===== src/rtl/display_scroll_ctrl.sv =====
// ---------------------------------------------------------------------------
// display_scroll_ctrl
//
// Shows a 4-digit window of an 8-digit hex message, either as a fixed view
// (offset 0) or as a circular marquee that advances one digit every
// STEP_CYCLES clocks. Selected display positions can be blanked on a
// BLINK_CYCLES half-period so they blink.
//
// Ports
//   clk          system clock (only clock)
//   rst          asynchronous, active-high reset
//   load         request to load a new message
//   load_data    eight hex digits, digit k = load_data[4k+3:4k]
//   load_points  decimal point per digit, bit k = digit k
//   ready        high when a load request would be accepted this cycle
//   mode         0 = static window, 1 = scrolling window
//   pause        freezes the scroll step counter and the window offset
//   blink_mask   display positions that blink
//   hexs         window digits, position i = hexs[4i+3:4i]
//   points       window decimal points
//   LEs          per-position blank (1 = blanked)
//   offset       current window offset
// ---------------------------------------------------------------------------
module display_scroll_ctrl #(
  parameter int STEP_CYCLES  = 25000000,
  parameter int BLINK_CYCLES = 50000000
) (
  input  logic        clk,
  input  logic        rst,
  input  logic        load,
  input  logic [31:0] load_data,
  input  logic [7:0]  load_points,
  output logic        ready,
  input  logic        mode,
  input  logic        pause,
  input  logic [3:0]  blink_mask,
  output logic [15:0] hexs,
  output logic [3:0]  points,
  output logic [3:0]  LEs,
  output logic [2:0]  offset
);

  // Counters only ever hold 0..N-1, so clog2(N) bits is enough.
  localparam int STEP_W  = (STEP_CYCLES  > 1) ? $clog2(STEP_CYCLES)  : 1;
  localparam int BLINK_W = (BLINK_CYCLES > 1) ? $clog2(BLINK_CYCLES) : 1;
  localparam logic [STEP_W-1:0]  STEP_LAST  = STEP_W'(STEP_CYCLES - 1);
  localparam logic [BLINK_W-1:0] BLINK_LAST = BLINK_W'(BLINK_CYCLES - 1);

  typedef enum logic [1:0] {
    IDLE   = 2'd0,
    LOAD   = 2'd1,
    STATIC = 2'd2,
    SCROLL = 2'd3
  } state_t;

  state_t               state_reg;
  logic [31:0]          digits_reg;
  logic [7:0]           dp_reg;
  logic [2:0]           o_reg;
  logic [STEP_W-1:0]    step_reg;
  logic [BLINK_W-1:0]   blink_reg;
  logic                 blink_phase_reg;

  logic                 accept;
  logic                 step_done;
  logic                 blink_done;
  logic [15:0]          win_hex;
  logic [3:0]           win_dp;

  assign ready      = (state_reg != LOAD);
  assign accept     = load && ready;
  assign step_done  = (step_reg == STEP_LAST);
  assign blink_done = (blink_reg == BLINK_LAST);

  // Window selection: position i shows buffer digit (o + i) mod 8. The 3-bit
  // sum wraps naturally, which gives the circular view.
  generate
    for (genvar gi = 0; gi < 4; gi++) begin : g_win
      logic [2:0] idx;
      assign idx                 = o_reg + 3'(gi);
      assign win_hex[4*gi +: 4]  = digits_reg[{idx, 2'b00} +: 4];
      assign win_dp[gi]          = dp_reg[idx];
    end
  endgenerate

  always_ff @(posedge clk or posedge rst) begin
    if (rst) begin
      state_reg       <= IDLE;
      digits_reg      <= '0;
      dp_reg          <= '0;
      o_reg           <= '0;
      step_reg        <= '0;
      blink_reg       <= '0;
      blink_phase_reg <= 1'b0;
      hexs            <= '0;
      points          <= '0;
      LEs             <= 4'hF;
      offset          <= '0;
    end else begin
      // Display outputs are a registered image of the current state, so
      // they trail any state/counter change by one clock.
      if (state_reg == IDLE) begin
        hexs   <= '0;
        points <= '0;
        LEs    <= 4'hF;
        offset <= '0;
      end else begin
        hexs   <= win_hex;
        points <= win_dp;
        LEs    <= blink_mask & {4{blink_phase_reg}};
        offset <= o_reg;
      end

      // Blink timebase: free-running outside IDLE, restarted by a load,
      // deliberately unaffected by pause.
      if (state_reg == LOAD) begin
        blink_reg <= '0;
      end else if (state_reg != IDLE) begin
        if (blink_done) begin
          blink_reg       <= '0;
          blink_phase_reg <= ~blink_phase_reg;
        end else begin
          blink_reg <= blink_reg + BLINK_W'(1);
        end
      end

      case (state_reg)
        IDLE: begin
          if (accept) state_reg <= LOAD;
        end

        LOAD: begin
          digits_reg <= load_data;
          dp_reg     <= load_points;
          o_reg      <= '0;
          step_reg   <= '0;
          state_reg  <= mode ? SCROLL : STATIC;
        end

        STATIC: begin
          o_reg    <= '0;
          step_reg <= '0;
          if (accept)    state_reg <= LOAD;
          else if (mode) state_reg <= SCROLL;
        end

        SCROLL: begin
          // A load wins over everything else; the pending step is dropped
          // because LOAD restarts the window anyway.
          if (accept) begin
            state_reg <= LOAD;
          end else if (!mode) begin
            state_reg <= STATIC;
            o_reg     <= '0;
            step_reg  <= '0;
          end else if (!pause) begin
            if (step_done) begin
              step_reg <= '0;
              o_reg    <= o_reg + 3'd1;
            end else begin
              step_reg <= step_reg + STEP_W'(1);
            end
          end
        end

        default: state_reg <= IDLE;
      endcase
    end
  end

endmodule


===== config.mk =====
export PLATFORM = sky130hd
export DESIGN_NAME = display_scroll_ctrl
export DESIGN_NICKNAME = d
export VERILOG_FILES = /design/src/rtl/display_scroll_ctrl.sv
export SDC_FILE = /design/constraint.sdc
export NUM_CORES = 1
export LEC_CHECK = 0
export CAP_MARGIN = 20
export CELL_PAD_IN_SITES_DETAIL_PLACEMENT = 0
export CELL_PAD_IN_SITES_GLOBAL_PLACEMENT = 1
export CORE_MARGIN = 2
export CORE_UTILIZATION = 49
export CTS_CLUSTER_DIAMETER = 100
export DETAILED_ROUTE_END_ITERATION = 12
export GPL_ROUTABILITY_DRIVEN = 0
export PLACE_DENSITY = 0.87
export SLEW_MARGIN = 20
export SYNTH_ARGS = -nofsm -noshare
export SYNTH_HDL_FRONTEND = slang
export SYNTH_SLANG_ARGS = --single-unit

===== constraint.sdc =====
create_clock -name clk -period 5.85 [get_ports clk]
set_input_delay 0.8775 -clock clk [delete_from_list [all_inputs] [get_ports clk]]
set_output_delay 0.8775 -clock clk [all_outputs]
set_load 0.01 [all_outputs]

Word-level counts from Yosys, hierarchy flattened
Index checks and enable logic that the tools add are counted.
{ "totals": {"ff_bits": 124, "latchBits": 0, "mem_bits_rw": 0, "rom_bits": 0, "input_bits": 49, "wordCells": 81, "memories": 0} }
{ "classes": {"add_sub_neg": 5, "mul": 0, "div": 0, "n_lt_le_gt_ge": 4, "n_eq_ne": 12, "shift": 4, "n_mux": 32, "bitwise": 3, "reduce_logical": 10} }
{ "op_table": {"columns": ["operator", "n"], "rows": [
  ["variable part select 32 x 6 -> 4 bit", 4],
  ["two-way mux 25 bit", 4],
  ["two-way mux 26 bit", 3],
  ["case mux 25 bit (2 select lines)", 1],
  ["adder 26 x 1 -> 26 bit, second input constant", 1],
  ["== test 26 bit, second input constant", 1],
  ["adder 25 x 1 -> 25 bit, second input constant", 1],
  ["== test 25 bit, second input constant", 1],
  ["< comparator 3 x 4 -> 1 bit, second input constant", 4],
  ["two-way mux 16 bit", 1],
  ["two-way mux 3 bit", 5],
  ["binary-select mux 1 bit (select 3 bit)", 4],
  ["inequality test 3 bit, second input constant", 4],
  ["two-way mux 2 bit", 5],
  ["AND reduction 3 bit", 3],
  ["two-way mux 4 bit", 2],
  ["case mux 2 bit (4 select lines)", 1],
  ["adder 3 x 2 -> 3 bit, second input constant", 2],
  ["case mux 3 bit (2 select lines)", 1],
  ["nonzero test 2 bit", 3],
  ["two-way mux 1 bit", 5],
  ["AND 4 bit", 1],
  ["== test 2 bit, second input constant", 2],
  ["inequality test 2 bit, second input constant", 2],
  ["8 further kinds", 9]
]} }

Logic depth before layout (Yosys ltp)
Gate-level depths: netlist of run 1.
{ "logic_depth": {"word_depth": 6, "ltp_mapped": 8, "depth_no_buf": 6} }

Worst setup path after synthesis of run 1
OpenSTA, ideal clock, no wires.
{ "synth_timing": {"path_type": "flip-flop to flip-flop", "startpoint": "reg o_reg[1]", "endpoint": "reg hexs[13]", "setup_time_ns": 0.136, "arrival_time_ns": 2.183, "path_slack_ns": 3.531, "path_stages_with_launch": 8, "n_path_buf": 1, "cell_sequence": "dfrtp_1 -> clkbuf_1 -> clkinv_1 -> ha_1 -> xor2_1 -> mux4_2 -> nand2_1 -> a21oi_1"} }
{ "synth_between": {"elab_chain_len": 3} }
{ "synth_lines": {"columns": ["item", "line", "text"], "rows": [
  ["from (decl)", "59", "logic [2:0] o_reg;"],
  ["from (signal assigned)", "159", "o_reg <= o_reg + 3'd1;"],
  ["adder 3 x 2 -> 3 bit", "80", "assign idx = o_reg + 3'(gi);"],
  ["variable part select 32 x 6 -> 4 bit", "81", "assign win_hex[4*gi +: 4] = digits_reg[{idx, 2'b00} +: 4];"],
  ["two-way mux 16 bit", "102", "if (state_reg == IDLE) begin"],
  ["to (signal assigned)", "108", "hexs <= win_hex;"],
  ["to (decl)", "37", "output logic [15:0] hexs,"]
]} }
Every way passes these cells.
A chain may end at the register's enable or synchronous reset.

Final worst setup path of run 1
{ "layout_timing": {"startpoint": "reg state_reg[1]", "endpoint": "out ready"} }
{ "layout_between": {"elab_chain_len": 1} }
{ "layout_lines": {"columns": ["item", "line", "text"], "rows": [
  ["from (decl)", "56", "state_t state_reg;"],
  ["from (signal assigned)", "137", "state_reg <= mode ? SCROLL : STATIC;"],
  ["inequality test 2 x 1 -> 1 bit", "70", "assign ready = (state_reg != LOAD);"],
  ["to (decl)", "33", "output logic ready,"]
]} }
Every way passes these cells.

==> results, run 1 <==
- The run finished with clean final reports.
- The slowest library cell on the worst path is sky130_fd_sc_hd__dfrtp_1.
- From bottom edge to top edge, the die measures 120 um.
- The worst setup slack before clock tree synthesis is 2930 ps.
- In this run the power density over the cells is 409 nW/um^2.
- The start-to-end type of the worst setup path is reg2out.
- The final setup violation count is 0.
- The maximum number of pins on one net before global-route repair is 76.
- In this run the post-CTS setup repair buffer count came out at 0.
- The delay of the slowest cell on the worst path is 580 ps.
- The share of the Yosys chip area taken by registers is 0.473.
- The time the final worst path needs with I/O delays and setup is 3120 ps.
- The summed instance area of the synthesized netlist is 6570 um^2.
- In the global route stage, overall resource usage came out at 0.222.
- The number of vias per cell is 5.91.
- The site row count is 42.
- The number of detailed-routing iterations run before antenna repair is 5.
- The maximum number of buffers from clock root to sink is 2.
- Leaving out fill and tap cells, the most frequent cell in the layout is sky130_fd_sc_hd__dfrtp_1.
- The clock latency at the later pin of the worst-skew pair is 420 ps.
- The required arrival time at the worst endpoint is 4970 ps.
- The share of synthesized registers carrying an async set or reset is 1.00.
- The maximum VDD drop is 0.228 mV.
- The count of buffers added on input and output ports is 76.
- Leaving out fill and tap cells, the most frequent cells in the layout are 120 x sky130_fd_sc_hd__dfrtp_1, 76 x sky130_fd_sc_hd__clkdlybuf4s50_1, 71 x sky130_fd_sc_hd__nand2_1.
- The number of antenna diodes in the final layout is 0.
- The via count of the first global-routing pass was 4988.
- In this run the horizontal extent of the chip is 120 um.
- The floorplan step defined a core boundary enclosing 13200 um^2.
- The total via count in the routed design is 4944.
- The number of slew-limit violations in the final report is 0.
- Once routing completed, OpenROAD measured the worst setup slack at 2730 ps.
- The final layout contains 700 nets.
- The mean instance size in the synthesized netlist is 11.4 um^2.
- The tree is rooted in a sky130_fd_sc_hd__clkbuf_16.
- The Yosys step of the flow raised 0 warnings.
- Summed over all layers, the global routing overflow is 0.
- The type of element capturing the critical path is a primary output.
- The post-cts gate resize count is 0.
- TritonCTS built the clock tree.
- The violation count after the first detailed-route iteration is 439.
- Timing would allow up to 0.321 GHz.
- The synthesized design spends more area on one cell type than any other, namely sky130_fd_sc_hd__dfrtp_1.
- In this run, CTS created clock tree buffers numbering 17.
- The synthesized net count is 628.
- The total count of hold-check failures in the final report was 0.
- The post-CTS clock slew at the launch and capture registers of the worst setup and hold paths is 50 ps.
- The initial antenna violation count is 0.
- After detailed routing, the average wire length per cell comes to 17.9 um.
- For this run, design rule violations remaining after detail routing come to 0.
- The hold buffer count at cts is 0.
- The first global-routing pass estimated 25.1 mm of wire.
- For this design the static power due to leakage is 0.00329 uW.
- Setup repair after global routing left no endpoint under its margin.
- The worst hold path belongs to the class reg2reg.
- The share of final-layout standard cells stronger than drive strength 1 is 0.215.
- The die covers 14300 um^2.
- Yosys mapped a number of flops with a built-in enable equal to 0.
- For the final database, setup skew stands at 8.28 ps.
- After synthesis, the cell types taking the most area are sky130_fd_sc_hd__dfrtp_1 46%, sky130_fd_sc_hd__mux4_2 13%, sky130_fd_sc_hd__mux2_2 7.2%.
- In this run, distinct cell masters in the synthesized netlist total 56.
- The initial utilization of the core area, before any placement, comes to 0.498.
- The signal on the critical path passes through nor2b_4 > buf_4 > inv_1 > clkdlybuf4s50_1.
- The aggregate negative setup slack is 0 ps.
- The commonest register cell after synthesis is sky130_fd_sc_hd__dfrtp_1.
- Once detailed placement completed, the half-perimeter wirelength came to 10.0 mm.
- The number of flip-flops in the largest register is 32.
- The share of synthesized area in the top cell type comes to 0.457.
- The number of cells produced by synthesis is 575.
- Broken down by cell family, the worst path's largest delay share belongs to buffers and inverters.
- The post-layout total power is 3330 uW.
- The peak fanout along the critical path is 41.
- The reported max-cap violation count is 0.
- The number of buffers and inverters on the critical path is 3.
- For this design, the sink count on the clock tree is 124.
- In this run the count of I/O pins placed on the die edge is 77.
- The area overhead of the layout relative to synthesis is 24.3%.
- The routed wire length is 15.0 mm.
- The relative max-transition margin is 0.387.
- The critical path launch point type is a register.
- The count of nets left with antenna violations once routing finished came out at 0.
- At the pin with the least slew margin, the transition time is 920 ps.
- In the finished design, the share of the clock period the worst path needs comes to 0.533.
- The flip-flop and latch count after synthesis is 124.
- The number of levels in the clock H-tree is 4.
- The signal arrival time at the worst endpoint is 2240 ps.
-- cell type report --
type | instances | area [um^2]
Clock buffer | 20 | 467
Clock inverter | 12 | 215
Fill cell | 1031 | 5030
Inverter | 10 | 40.0
Multi-Input combinational cell | 409 | 3280
Sequential cell | 124 | 3110
Tap cell | 176 | 220
Timing Repair Buffer | 85 | 828
-- path summary, 6_finish.rpt --
check,from,endpoint,slack [ps],depth (start not counted)
setup / recovery,state_reg[1],ready,2730,4
setup reg to reg,o_reg[1],hexs[13],2890,6
hold reg to reg,blink_reg[23],blink_reg[23],490,1
min in group asynchronous,rst,points[1],1040,2
hold / removal,blink_reg[23],blink_reg[23],490,1
max in group asynchronous,rst,dp_reg[7],3610,3
-- metal layers --
metal / track usage / up-vias / share of wire
met1: 0.308 / 2497 / 0.46
met3: 0.0575 / 17 / 0.051
met5: 0 / - / 0
met2: 0.348 / 156 / 0.48
li1: - / 2274 / -
met4: 0.0662 / 0 / 0.011
-- kinds of logic (layout without fill, tap and decap cells) --
family,count (synthesis),in the layout,synth area share
compound gates,84,84,0.0770
fa+ha+maj,4,4,0.00762
buf+inv,42,127,0.0282
xor+xnor,24,24,0.0320
flops,124,124,0.473
mux,90,90,0.218
simple gates,207,207,0.164
-- metrics by stage --
step	instances	instance area, um^2	hold slack (ps)	utilization
finish	836	8160	492	0.619
floorplan	575	6570	452	-
detailed placement	804	7480	485	0.567
CTS	836	8160	494	0.619
global placement	804	7480	480	0.567
global route	836	8160	509	0.619
-- power breakdown --
| part | total (uW) | internal, uW | switching (uW) |
|---|---|---|---|
| Combinational | 835 | 512 | 323 |
| Clock | 1200 | 829 | 373 |
| Sequential | 1300 | 1080 | 221 |
| Total | 3330 | 2420 | 916 |
-- cells in the mapped netlist (all sizes together), types with 2 or more instances --
cell type and n:
mux2 42, nor2 30, dfrtp 120, a22o 7, a31oi 10, and2 4, o21ai 17, nor4 7
or4 3, inv 9, o22ai 3, xnor2 10, mux2i 10, and4 5, ha 4, mux4 38
and3 9, buf 17, nand3 32, nand2b 8, clkbuf 15, nand2 71, o211ai 2, xor2 14
a21oi 37, nor3 4, nor2b 4, nand4b 3, dfstp 4, or2 2, nand4 21
-- worst reg2reg max path: stages (launching register included) --
cell and delay, ps:
sky130_fd_sc_hd__dfrtp_1 740, sky130_fd_sc_hd__clkinv_1 460, sky130_fd_sc_hd__ha_1 350, sky130_fd_sc_hd__xor2_1 700, sky130_fd_sc_hd__mux4_2 420, sky130_fd_sc_hd__nand2_1 80, sky130_fd_sc_hd__a21oi_1 80
Power figures use the tool's default switching activity.
==> inputs of run 2 (changes only) <==
--- a/config.mk
+++ b/config.mk
@@ -9,11 +9,11 @@
 export CELL_PAD_IN_SITES_DETAIL_PLACEMENT = 0
 export CELL_PAD_IN_SITES_GLOBAL_PLACEMENT = 1
 export CORE_MARGIN = 2
-export CORE_UTILIZATION = 49
+export CORE_UTILIZATION = 45
 export CTS_CLUSTER_DIAMETER = 100
 export DETAILED_ROUTE_END_ITERATION = 12
 export GPL_ROUTABILITY_DRIVEN = 0
-export PLACE_DENSITY = 0.87
+export PLACE_DENSITY = 0.81
 export SLEW_MARGIN = 20
 export SYNTH_ARGS = -nofsm -noshare
 export SYNTH_HDL_FRONTEND = slang
==> constraint.sdc (replaced) <==
create_clock -name clk -period 3.2 [get_ports clk]
set_input_delay 0.48 -clock clk [delete_from_list [all_inputs] [get_ports clk]]
set_output_delay 0.48 -clock clk [all_outputs]
set_load 0.01 [all_outputs]
==> results, run 2 (synthesis results as in run 1) <==
- The maximum VDD drop is 0.437 mV (+92%).
- The number of remaining DRC errors is 0 (unchanged).
- The initial antenna violation count is 0 (unchanged).
- The cell family contributing the most delay on the critical path is simple AND/OR/NAND/NOR gates.
- The x dimension of the die came to 125 um (+4.2%).
- The via count of the first global-routing pass was 4934 (-1.1%).
- The number of slew-limit violations in the final report was 0 (unchanged).
- STA classifies the critical path endpoint as a register.
- Clock tree synthesis selected as its root buffer the cell sky130_fd_sc_hd__clkbuf_16.
- The top achievable clock speed is 0.430 GHz.
- The delay of the slowest cell on the worst path came to 520 ps (-60 ps).
- The site row count was 44 (+4.8%).
- The number of nets in the final layout is 705 (+0.71%).
- The total count of hold-check failures in the final report came to 0 (unchanged).
- The aggregate negative setup slack was 0 ps (unchanged).
- The initial standard-cell utilization of the core is 0.457 (-0.0408).
- The slew at the pin closest to its max-slew limit came to 853 ps (-66.4 ps).
- The final setup violation count is 0 (unchanged).
- The launching point of the worst reg2reg path is step_reg[0].
- The post-cts gate resize count came to 0 (unchanged).
- The routed design could run at a clock period as short as 2320 ps.
- The hold buffer count at cts is 0 (unchanged).
- The type of the most critical hold path is reg2reg.
- The detailed placement HPWL is 10.0 mm (+0.22%).
- The signal arrival time at the worst endpoint is 2610 ps (+370 ps).
- The remaining antenna violation count came to 0 (unchanged).
- The placed cell count was 817 (+1.6%).
- The number of detailed-routing iterations run before antenna repair is 5 (unchanged).
- The clock sink count is 124 (unchanged).
- The static leakage power was 0.00327 uW (-0.50%).
- The overall fraction of global-route tracks in use is 0.206 (-0.0162).
- The number of vias per cell came to 5.85 (-1.0%).
- The die extent in y is 125 um (+4.2%).
- TritonCTS built the clock tree.
- In the layout the commonest cells are 120 x sky130_fd_sc_hd__dfrtp_1, 76 x sky130_fd_sc_hd__clkdlybuf4s50_1, 71 x sky130_fd_sc_hd__nand2_1.
- The critical path is of the reg2reg type.
- Among all stages on the critical path, the largest delay is contributed by sky130_fd_sc_hd__nor2_2.
- The total global routing overflow is 0 (unchanged).
- The number of CTS-inserted buffers is 17 (unchanged).
- The reported max-cap violation count is 0 (unchanged).
- The worst reg-to-reg setup slack was 880 ps (-2010 ps).
- The most critical setup path has its endpoint at o_reg[1].
- The number of ports placed on the die boundary is 77 (unchanged).
- The endpoint of the worst register-to-register path is o_reg[1].
- The maximum number of pins on one net before global-route repair came to 125 (+64%).
- The number of diodes is 0 (unchanged).
- The number of levels in the clock H-tree is 4 (unchanged).
- The core occupancy in the finished layout is 0.567 (-0.0515).
- The total via count in the routed design is 4970 (+0.53%).
- The relative max-transition margin was 0.429 (+0.0424).
- The peak fanout along the critical path was 14 (-66%).
- The routed wire length was 15.0 mm (about the same).
- The critical path launch point type is a register.
- The clock latency at the later pin of the worst-skew pair was 420 ps (about the same).
- The power per cell area is 716 nW/um^2 (+75%).
- The maximum number of buffers from clock root to sink was 2 (unchanged).
- The timing startpoint of the critical path is step_reg[0].
- The global-route wire length before repair is 25.3 mm (+0.97%).
- The run finished with clean final reports.
- Walking the worst path, the cells encountered are ha_1 > nand3_1 > nor4_2 > a21oi_2 > nor2_2 > o22ai_1.
- Setup repair after global routing left no endpoint under its margin.
- The post-CTS clock slew at the launch and capture registers of the worst setup and hold paths is 60 ps (about the same).
- The area overhead of the layout relative to synthesis is 24.1%.
- The violation count after the first detailed-route iteration is 380 (-13%).
- The number of fill cells in the layout is 1214 (+18%).
- The ratio of final minimum period to clock period is 0.726.
- The count of buffers inserted at the top-level ports was 76 (unchanged).
- The number of flip-flops in the largest register is 32 (unchanged).
- The clock tree skew after final layout is 6.04 ps (-2.24 ps).
- The area of the core is 14400 um^2 (+8.9%).
- The share of final-layout standard cells stronger than drive strength 1 is 0.221 (+0.00590).
- The required arrival time at the worst endpoint is 3490 ps (-1480 ps).
- The number of buffers and inverters on the critical path is 0 (-3).
- The floorplan die area is 15600 um^2 (+8.6%).
- The count of buffers added by post-CTS timing repair for setup was 0 (unchanged).
- The library cell used most frequently in the layout, excluding fill and tap cells, is sky130_fd_sc_hd__dfrtp_1.
- The routed wirelength normalized by instance count is 17.7 um (-1.5%).
- The critical path depth in cells was 6 (+2).
- The count of cells along the worst register-to-register path is 6 (unchanged).
- The non-filler instance count after layout is 849 (+1.6%).
[run 2: area by class of cell]
type	count	area (um^2)	share of cell area
clock buffers	18	439	0.0539
clock inverters	14	171	0.0210
inverters	10	41.3	0.00507
multi-input cells	409	3280	0.403
flip-flops and latches	124	3110	0.381
well taps	184	230	0.0282
repair buffers	90	878	0.108
[run 2: routing by layer]
| metal | GRT usage | part of all wire |
|---|---|---|
| met1 | 0.279 | 0.46 |
| met2 | 0.318 | 0.48 |
| met3 | 0.0528 | 0.045 |
| met4 | 0.0853 | 0.018 |
| met5 | 0 | 0 |
[run 2: stage by stage]
stage / area, um^2 / hold slack [ps] / power, uW / setup WS (ps)
6_report: 8150 / 499 / 5840 / 875
5_1_grt: 8150 / 526 / 6140 / 648
4_1_cts: 8150 / 502 / 5890 / 880
3_5_place_dp: 7540 / 497 / 3900 / 904
3_3_place_gp: 7540 / 487 / 3830 / 937
2_1_floorplan: 6570 / 452 / 3270 / 881
[run 2: worst min path at each step]
stage                        startpoint  cells after the start       endpoint
final                     blink_reg[14]                      1  blink_reg[14]
after global routing      blink_reg[14]                      1  blink_reg[14]
after CTS                 blink_reg[14]                      1  blink_reg[14]
after detailed placement  blink_reg[23]                      1  blink_reg[23]
after global placement    blink_reg[23]                      1  blink_reg[23]
after floorplan           blink_reg[23]                      1  blink_reg[23]
[run 2: report_power, final]
group | switching, uW | internal, uW
logic | 590 | 945
clock network | 718 | 1240
registers | 374 | 1970
